==> config.mk <==
export PLATFORM = sky130hd
export DESIGN_NAME = bottling_display_scan
export DESIGN_NICKNAME = d
export VERILOG_FILES = /design/src/rtl/bottling_pkg.sv /design/src/rtl/bcd_to_seg.sv /design/src/rtl/bottling_display_scan.sv
export SDC_FILE = /design/constraint.sdc
export NUM_CORES = 1
export LEC_CHECK = 0
export BUFFER_PORTS_ARGS = -buffer_cell sky130_fd_sc_hd__buf_2
export CORE_ASPECT_RATIO = 0.9
export CORE_UTILIZATION = 58
export DETAILED_ROUTE_END_ITERATION = 12
export PLACE_DENSITY = 0.84
export REMOVE_ABC_BUFFERS = 1
export SETUP_SLACK_MARGIN = 0.1
export SKIP_LAST_GASP = 1
export SYNTH_ARGS = -nofsm -noshare
export SYNTH_HDL_FRONTEND = slang
export SYNTH_SLANG_ARGS = --single-unit
==> constraint.sdc <==
create_clock -name clk_i -period 2.5 [get_ports clk_i]
set_clock_uncertainty 0.05 [all_clocks]
set_input_delay 0.125 -clock clk_i [delete_from_list [all_inputs] [get_ports clk_i]]
set_output_delay 0.125 -clock clk_i [all_outputs]
set_load 0.05 [all_outputs]
==> src/rtl/bottling_pkg.sv <==
// ============================================================================
// Module  : bottling_pkg
// Brief   : Shared constants for the bottling-line 7-segment display scanner.
// Revision: 1.0 - initial release
// ============================================================================
`default_nettype none

package bottling_pkg;

  localparam int NUM_DIGITS = 4;

  // Segment patterns, active-high, bit0 = a .. bit6 = g
  localparam logic [6:0] SEG_0    = 7'h3F;
  localparam logic [6:0] SEG_1    = 7'h06;
  localparam logic [6:0] SEG_2    = 7'h5B;
  localparam logic [6:0] SEG_3    = 7'h4F;
  localparam logic [6:0] SEG_4    = 7'h66;
  localparam logic [6:0] SEG_5    = 7'h6D;
  localparam logic [6:0] SEG_6    = 7'h7D;
  localparam logic [6:0] SEG_7    = 7'h07;
  localparam logic [6:0] SEG_8    = 7'h7F;
  localparam logic [6:0] SEG_9    = 7'h6F;
  localparam logic [6:0] SEG_DASH = 7'h40;

  localparam logic [3:0] DIGIT_EN0 = 4'b0001;
  localparam logic [3:0] DIGIT_EN1 = 4'b0010;
  localparam logic [3:0] DIGIT_EN2 = 4'b0100;
  localparam logic [3:0] DIGIT_EN3 = 4'b1000;

  typedef enum logic {
    PHASE_ON  = 1'b0,
    PHASE_OFF = 1'b1
  } blink_phase_e;

  function automatic logic [3:0] digit_enable(input logic [1:0] idx);
    logic [3:0] en;
    case (idx)
      2'd0:    en = DIGIT_EN0;
      2'd1:    en = DIGIT_EN1;
      2'd2:    en = DIGIT_EN2;
      default: en = DIGIT_EN3;
    endcase
    return en;
  endfunction

endpackage

`default_nettype wire

==> src/rtl/bcd_to_seg.sv <==
// ============================================================================
// Module  : bcd_to_seg
// Brief   : Combinational BCD nibble to 7-segment pattern; 10-15 show a dash.
// Revision: 1.0 - initial release
// ============================================================================
`default_nettype none

module bcd_to_seg
  import bottling_pkg::*;
(
  input  logic [3:0] bcd_i,
  output logic [6:0] seg_o
);

  always_comb begin
    seg_o = SEG_DASH;
    case (bcd_i)
      4'd0:    seg_o = SEG_0;
      4'd1:    seg_o = SEG_1;
      4'd2:    seg_o = SEG_2;
      4'd3:    seg_o = SEG_3;
      4'd4:    seg_o = SEG_4;
      4'd5:    seg_o = SEG_5;
      4'd6:    seg_o = SEG_6;
      4'd7:    seg_o = SEG_7;
      4'd8:    seg_o = SEG_8;
      4'd9:    seg_o = SEG_9;
      default: seg_o = SEG_DASH;
    endcase
  end

endmodule

`default_nettype wire

==> src/rtl/bottling_display_scan.sv <==
// ============================================================================
// Module  : bottling_display_scan
// Brief   : Registered 4-digit multiplexed 7-segment scanner with tear-free
//           update, anti-ghost guard, leading-zero blanking and alarm blink.
// Revision: 1.0 - initial release
// ============================================================================
`default_nettype none

module bottling_display_scan
  import bottling_pkg::*;
#(
  parameter int SCAN_DIV     = 1000,
  parameter int GUARD        = 4,
  parameter int BLINK_FRAMES = 64
) (
  input  logic        clk_i,
  input  logic        rst_i,
  input  logic [15:0] digit_in_i,
  input  logic        upd_i,
  input  logic        blank_lz_i,
  input  logic        alarm_i,
  output logic [6:0]  display_o,
  output logic [3:0]  digitos_o,
  output logic        frame_tick_o
);

  localparam int PW = (SCAN_DIV > 1) ? $clog2(SCAN_DIV) : 1;
  localparam int BW = (BLINK_FRAMES > 1) ? $clog2(BLINK_FRAMES) : 1;
  localparam logic [PW-1:0] PRESC_MAX = PW'(SCAN_DIV - 1);
  localparam logic [PW-1:0] GUARD_END = PW'(GUARD);
  localparam logic [BW-1:0] BLINK_MAX = BW'(BLINK_FRAMES - 1);
  localparam logic [1:0]    LAST_IDX  = 2'(NUM_DIGITS - 1);

  logic [PW-1:0] presc_q, presc_d;
  logic [1:0]    idx_q, idx_d;
  logic [15:0]   staging_q, staging_d;
  logic [15:0]   shadow_q, shadow_d;
  logic          pending_q, pending_d;
  logic [BW-1:0] blink_cnt_q, blink_cnt_d;
  blink_phase_e  phase_q, phase_d;
  logic          wrap_q, wrap_d;
  logic [6:0]    display_q, display_d;
  logic [3:0]    digitos_q, digitos_d;
  logic          frame_tick_q, frame_tick_d;

  logic          w_tick;
  logic          w_boundary;
  logic          w_blank;
  logic          w_guard;
  logic          w_show;
  logic [3:0]    w_nibble;
  logic [3:0]    w_lz;
  logic [6:0]    w_seg;

  assign w_tick     = (presc_q == PRESC_MAX);
  assign w_boundary = w_tick && (idx_q == LAST_IDX);
  assign w_nibble   = shadow_q[{idx_q, 2'b00} +: 4];

  // w_lz[k]: nibble k and every higher nibble are zero; digit0 is never blanked
  assign w_lz[NUM_DIGITS-1] = (shadow_q[4*(NUM_DIGITS-1) +: 4] == 4'd0);
  for (genvar k = NUM_DIGITS - 2; k >= 1; k--) begin : g_lz
    assign w_lz[k] = w_lz[k+1] && (shadow_q[4*k +: 4] == 4'd0);
  end
  assign w_lz[0] = 1'b0;

  assign w_blank = blank_lz_i && w_lz[idx_q];
  assign w_guard = (presc_q < GUARD_END);
  // Dropping alarm restores enables on the very next registered output
  assign w_show  = (phase_q == PHASE_ON) || !alarm_i;

  bcd_to_seg u_bcd_to_seg (
    .bcd_i (w_nibble),
    .seg_o (w_seg)
  );

  always_comb begin
    presc_d      = presc_q + 1'b1;
    idx_d        = idx_q;
    staging_d    = staging_q;
    pending_d    = pending_q;
    shadow_d     = shadow_q;
    blink_cnt_d  = blink_cnt_q;
    phase_d      = phase_q;
    wrap_d       = w_boundary;
    display_d    = w_blank ? 7'd0 : w_seg;
    digitos_d    = (!w_blank && !w_guard && w_show) ? digit_enable(idx_q) : 4'd0;
    frame_tick_d = wrap_q;

    if (w_tick) begin
      presc_d = '0;
      idx_d   = idx_q + 2'd1;
    end

    if (upd_i) begin
      staging_d = digit_in_i;
      pending_d = 1'b1;
    end

    // Shadow only moves at the frame boundary so a frame is never torn
    if (w_boundary) begin
      if (upd_i) begin
        shadow_d = digit_in_i;
      end else if (pending_q) begin
        shadow_d = staging_q;
      end
      pending_d = 1'b0;
    end

    if (!alarm_i) begin
      blink_cnt_d = '0;
      phase_d     = PHASE_ON;
    end else if (w_boundary) begin
      if (blink_cnt_q == BLINK_MAX) begin
        blink_cnt_d = '0;
        phase_d     = (phase_q == PHASE_ON) ? PHASE_OFF : PHASE_ON;
      end else begin
        blink_cnt_d = blink_cnt_q + 1'b1;
      end
    end
  end

  always_ff @(posedge clk_i or posedge rst_i) begin
    if (rst_i) begin
      presc_q      <= '0;
      idx_q        <= '0;
      staging_q    <= '0;
      pending_q    <= 1'b0;
      shadow_q     <= '0;
      blink_cnt_q  <= '0;
      phase_q      <= PHASE_ON;
      wrap_q       <= 1'b0;
      display_q    <= '0;
      digitos_q    <= '0;
      frame_tick_q <= 1'b0;
    end else begin
      presc_q      <= presc_d;
      idx_q        <= idx_d;
      staging_q    <= staging_d;
      pending_q    <= pending_d;
      shadow_q     <= shadow_d;
      blink_cnt_q  <= blink_cnt_d;
      phase_q      <= phase_d;
      wrap_q       <= wrap_d;
      display_q    <= display_d;
      digitos_q    <= digitos_d;
      frame_tick_q <= frame_tick_d;
    end
  end

  assign display_o    = display_q;
  assign digitos_o    = digitos_q;
  assign frame_tick_o = frame_tick_q;

endmodule

`default_nettype wire

======== Word-level counts from Yosys, hierarchy flattened ========
Memories as Yosys holds them, arrays and structs flattened.
Index checks and enable logic that the tools add are counted.
W data, S select, Z words.
storage, ports and cells
  bits of input ports ..................... 21
  logic and storage cells ................. 61
  output and inout port bits .............. 12
  flip-flop bits (word level) ............. 65
  ROM bits ................................ 112
  memories kept ........................... 1
memory list
  memory            depth  width  rd ports  clocked after Yosys merged registers in  write ports  RTL line          RTL
  (name not given)  16     7      1         0                                        0            bcd_to_seg.sv:17  case (bcd_i)
operators by class
  multiplexer cells ....................... 17
  shifts and indexed selects .............. 1
  order comparisons ....................... 2
  bitwise operators ....................... 1
  reductions and logical operators ........ 18
  eq/ne operators ......................... 7
  $add $sub $neg .......................... 3
operators by type and width
  cell                     number
  $mux W16                 2
  $mux W6                  3
  $shiftx A16 B5 Y4        1
  $logic_not A4 Y1         3
  $pmux W4 S3              1
  $add A10 B1 Y10 const B  1
  $eq A10 B10 Y1 const B   1
  $lt A10 B3 Y1 const B    1
  $mux W10                 1
  $mux W1                  7
  $mux W7                  1
  $add A6 B1 Y6 const B    1
  $eq A6 B6 Y1 const B     1
  $logic_and A1 B1 Y1      6
  $eq A2 B2 Y1 const B     2
  $mux W4                  1
  $ne A2 B1 Y1 const B     2
  $reduce_and A2 Y1        2
  $reduce_bool A2 Y1       2
  $logic_not A1 Y1         3
  $lt A2 B3 Y1 const B     1
  $add A2 B1 Y2 const B    1
  $bmux W1 S2              1
  $eq A2 B1 Y1 const B     1
  3 further kinds          3

======== Depth between registers and ports, before layout ========
  depth after elaboration ................. 10
  gate-level depth with buffers ........... 7
  mapped depth without buffers ............ 6

======== Modules after synthesis ========
A second synthesis with hierarchy kept.
second synthesis, totals
  cell total of the unflattened synthesis .. 242
  area, all modules ....................... 3080.5 um2
modules (own cells, without submodules)
  module                 area each (um2)  cells an instance  seq. area each (um2)  times used
  bottling_display_scan  2847.7           213                1626.6                1
  bcd_to_seg             232.7            29                 0.0                   1

======== Least setup slack after synthesis ========
No wires, ideal clock.
  kind .................................... reg-to-reg
  start ................................... register presc_q[4]
  end ..................................... register shadow_q[0]
  setup time .............................. 0.125 ns
  slack ................................... 0.440 ns
  buffers on the path ..................... 3
  stages on the path, launching flop included .. 8
  clock period less this slack ............ 2.060 ns
  arrival time ............................ 1.885 ns
  required time ........................... 2.325 ns
  cells stage by stage .................... dfrtp_1 > buf_6 > and4bb_1 > nand2_2 > or4b_1 > buf_4 > buf_8 > mux2_4
on the way
  longest elaborated chain between the ends .. 3
ends and longest elaborated chain
  what                                RTL line                      RTL
  start: declaration                  bottling_display_scan.sv:34   logic [PW-1:0] presc_q, presc_d;
  start signal: assignment            bottling_display_scan.sv:136  presc_q <= presc_d;
  $eq A10 B10 Y1                      bottling_display_scan.sv:55   assign w_tick = (presc_q == PRESC_MAX);
  $logic_and A1 B1 Y1                 bottling_display_scan.sv:56   assign w_boundary = w_tick && (idx_q == LAST_IDX);
  $reduce_and A2 Y1 (no source line)  n/a
  end signal: assignment              bottling_display_scan.sv:140  shadow_q <= shadow_d;
  end: declaration                    bottling_display_scan.sv:37   logic [15:0] shadow_q, shadow_d;
Every way passes these cells.
A chain may end at the register's enable or synchronous reset.

======== Worst setup path in the final report ========
  start ................................... register shadow_q[14]
  end ..................................... register digitos_q[2] (netlist: digitos_o[2])
on the way
  longest elaborated chain between the ends .. 10
ends and longest elaborated chain
  what                                   RTL line                      RTL
  $logic_not A4 Y1 (*)                   bottling_display_scan.sv:60   assign w_lz[NUM_DIGITS-1] = (shadow_q[4*(NUM_DIGITS-1) +: 4] == 4'd0);
  $logic_and A1 B1 Y1 (2 in series)      bottling_display_scan.sv:62   assign w_lz[k] = w_lz[k+1] && (shadow_q[4*k +: 4] == 4'd0);
  $bmux W1 S2 (*)                        bottling_display_scan.sv:66   assign w_blank = blank_lz_i && w_lz[idx_q];
  $mux W1 (implied by the code) (*)      bottling_display_scan.sv:66
  $logic_and A1 B1 Y1 (*)                bottling_display_scan.sv:66
  $logic_not A1 Y1 (*)                   bottling_display_scan.sv:86   digitos_d = (!w_blank && !w_guard && w_show) ? digit_enable(idx_q) : 4'd0;
  $logic_and A1 B1 Y1 (*) (2 in series)  bottling_display_scan.sv:86
  $mux W4 (*)                            bottling_display_scan.sv:86
  named net digitos_d[2]                 bottling_display_scan.sv:43   logic [3:0] digitos_q, digitos_d;
  end signal: assignment                 bottling_display_scan.sv:145  digitos_q <= digitos_d;
  end: declaration                       bottling_display_scan.sv:43
The timed path passes the listed nets; every way through them passes the cells marked *. The select of a mux whose other input is x is not followed.

==> results.json <==
{
  "clkTransAtPathRegs_ps": 70,
  "cts_made_buffers": 9,
  "synth_area_um2": 2950,
  "post_drt_via_cell_ratio": 5.49,
  "h-tree-depth": 3,
  "dr.pass1.iters": 6,
  "fin_ws_ps": 358,
  "overflow": 0,
  "ys_ff_latch": 65,
  "synth_cell_types": 39,
  "drt_iter0_drc": 73,
  "syn_avg_cell_area_um2": 12.9,
  "status": "completed",
  "rows": 24,
  "yosysSeqAreaShare": 0.552,
  "yosys_warnings": 0,
  "drive_above_1_share": 0.315,
  "grt_pass1_wl_um": 9250,
  "place_congestion": 0.864,
  "cts.path.max_buffers": 2,
  "postCtsSetupBuffers": 0,
  "start_kind": "flip-flop",
  "slew_violations": 0,
  "ir_drop_v": 0.000464,
  "rsz0062_at_grt": "false",
  "hpwl_um": 3450,
  "power_density_nw_per_um2": 578,
  "track_usage": 0.231,
  "setup_viol": 0,
  "slowest_stage": "or4b_2",
  "dp_slack_ps": 389,
  "synth-edff-count": 0,
  "crit_type": "reg -> reg",
  "worst-path-max-fanout": 4,
  "design.portCount": 33,
  "syn_inst": 228,
  "die_y_um": 69.6,
  "max_stage_delay_ps": 680,
  "leakage_nw": 1.66,
  "layout_min_cycle_time_ps": 2140,
  "die_area_um2": 5370,
  "cts_tree": "done",
  "grt_max_degree": 66,
  "tightestPinTransition_ps": 483,
  "endpoint_kind": "flip-flop",
  "slew_headroom": 0.676,
  "maxCapViolations": 0,
  "grt_pass1_vias": 1932,
  "synthFlopType": "dfrtp_1",
  "core-area_um2": 4860,
  "critical_path_buf_inv_count": 0,
  "area_growth_pct": 20.0,
  "antenna_found_initial": 0,
  "io_buffer_count": 32,
  "final_hold_viol_count": 0,
  "arrival_ps": 2320,
  "die_w_um": 77.1,
  "initial_core_util": 0.606,
  "required_ps": 2670,
  "critical_path.cell_chain": "or4b_2 -> a211oi_1 -> a21boi_0 -> and2_1",
  "utilization": 0.727,
  "clock_latency_ps": 340,
  "ant_nets": 0,
  "wl_um": 5340,
  "fin_crit_sh": 0.857,
  "ctsResizeCount": 0,
  "clock_sinks": 65,
  "post_drt_wl_per_cell_um": 15.1,
  "diodes": 0,
  "crit_family": "simple AND/OR/NAND/NOR gates",
  "tns_ps": 0,
  "final_nets": 317,
  "dr_total_vias": 1944,
  "drt_drc_violations_left": 0,
  "whs_ps": 18.1,
  "fmax_mhz": 467,
  "synthArstFlopShare": 1.00,
  "cts-root-buf": "clkbuf_8",
  "ctsHoldBuffers": 17,
  "holdCritPathClass": "in -> reg"
}
-- power by group --
group	switching [mW]	internal (mW)
registers	0.00700	1.08
clock network	0.366	0.485
logic	0.0518	0.0582
-- cell type report --
| type | count | area, um2 |
|---|---|---|
| Clock inverter | 3 | 40.0 |
| Timing Repair Buffer | 53 | 373 |
| Inverter | 11 | 41.3 |
| Fill cell | 339 | 1330 |
| Sequential cell | 65 | 1630 |
| Clock buffer | 13 | 149 |
| Tap cell | 65 | 81.3 |
| Multi-Input combinational cell | 144 | 1230 |
-- cells in the final DEF (no fill, tap or decap), types with 4 or more instances in the layout --
cell            n
inv_1          10
ha_1           12
or3_1           5
nor2_1         17
mux4_2          4
dfrtp_1        65
o21ai_0         8
a21oi_1         9
nand3_1         7
clkbuf_8       10
nand2_1         4
mux2_2         23
dlygate4sd3_1  17
and2_1          4
mux2_4         10
buf_2          32
xnor2_1         4
nand4_1         4
-- cells in the mapped netlist, types with 5 or more instances --
cell	n	area (um2)
dfrtp_1	65	1630
mux2_2	23	259
nor2_1	17	63.8
ha_1	12	150
inv_1	11	41.3
mux2_4	10	150
a21oi_1	9	45.0
o21ai_0	8	40.0
nand3_1	7	35.0
or3_1	5	31.3
-- cell families after synthesis --
family / count (synthesis) / share of synthesized area
flip-flops: 65 / 0.552
AND/OR/NAND/NOR: 59 / 0.112
multiplexers: 40 / 0.180
AO/OA/AOI/OAI: 26 / 0.0531
buffers and inverters: 19 / 0.0318
adder cells (fa/ha/maj): 12 / 0.0509
XOR/XNOR: 7 / 0.0208
-- path summary, 6_finish.rpt --
check                                            to  depth (start not counted)                     start  slack (ps)
min reg2reg                  frame_tick_o$_DFF_PP0_                          0    frame_tick_d$_DFF_PP0_         320
max in group asynchronous  staging_q[3]$_DFFE_PP0P_                          4                     rst_i        1790
min                        staging_q[5]$_DFFE_PP0P_                          2             digit_in_i[5]          20
max                          digitos_o[2]$_DFF_PP0_                          4  shadow_q[14]$_DFFE_PP0P_         360
max reg2reg                  digitos_o[2]$_DFF_PP0_                          4  shadow_q[14]$_DFFE_PP0P_         360
min in group asynchronous  staging_q[7]$_DFFE_PP0P_                          4                     rst_i         350
-- state kept, by name, indices dropped and copies added (netlist names) --
name,count
shadow_q,16
staging_q,16
presc_q,10
display_o,7
blink_cnt_q,6
digitos_o,4
idx_q,2
frame_tick_d,1
frame_tick_o,1
pending_q,1
phase_q,1
-- per-stage QoR --
stage	std cells	power [mW]	area, um2
global placement	321	1.19	3180
floorplan	220	1.15	2900
CTS	354	2.06	3540
finish	354	2.05	3540
global route	354	2.13	3540
detailed placement	321	1.19	3180
-- routing by layer --
layer,vias up,track usage,share of wire
li1,918,-,-
met4,0,0.0943,0.016
met5,-,0,0
met2,55,0.354,0.48
met3,9,0.0803,0.047
met1,962,0.300,0.46
No activity file was read; power rests on OpenSTA's default activity.
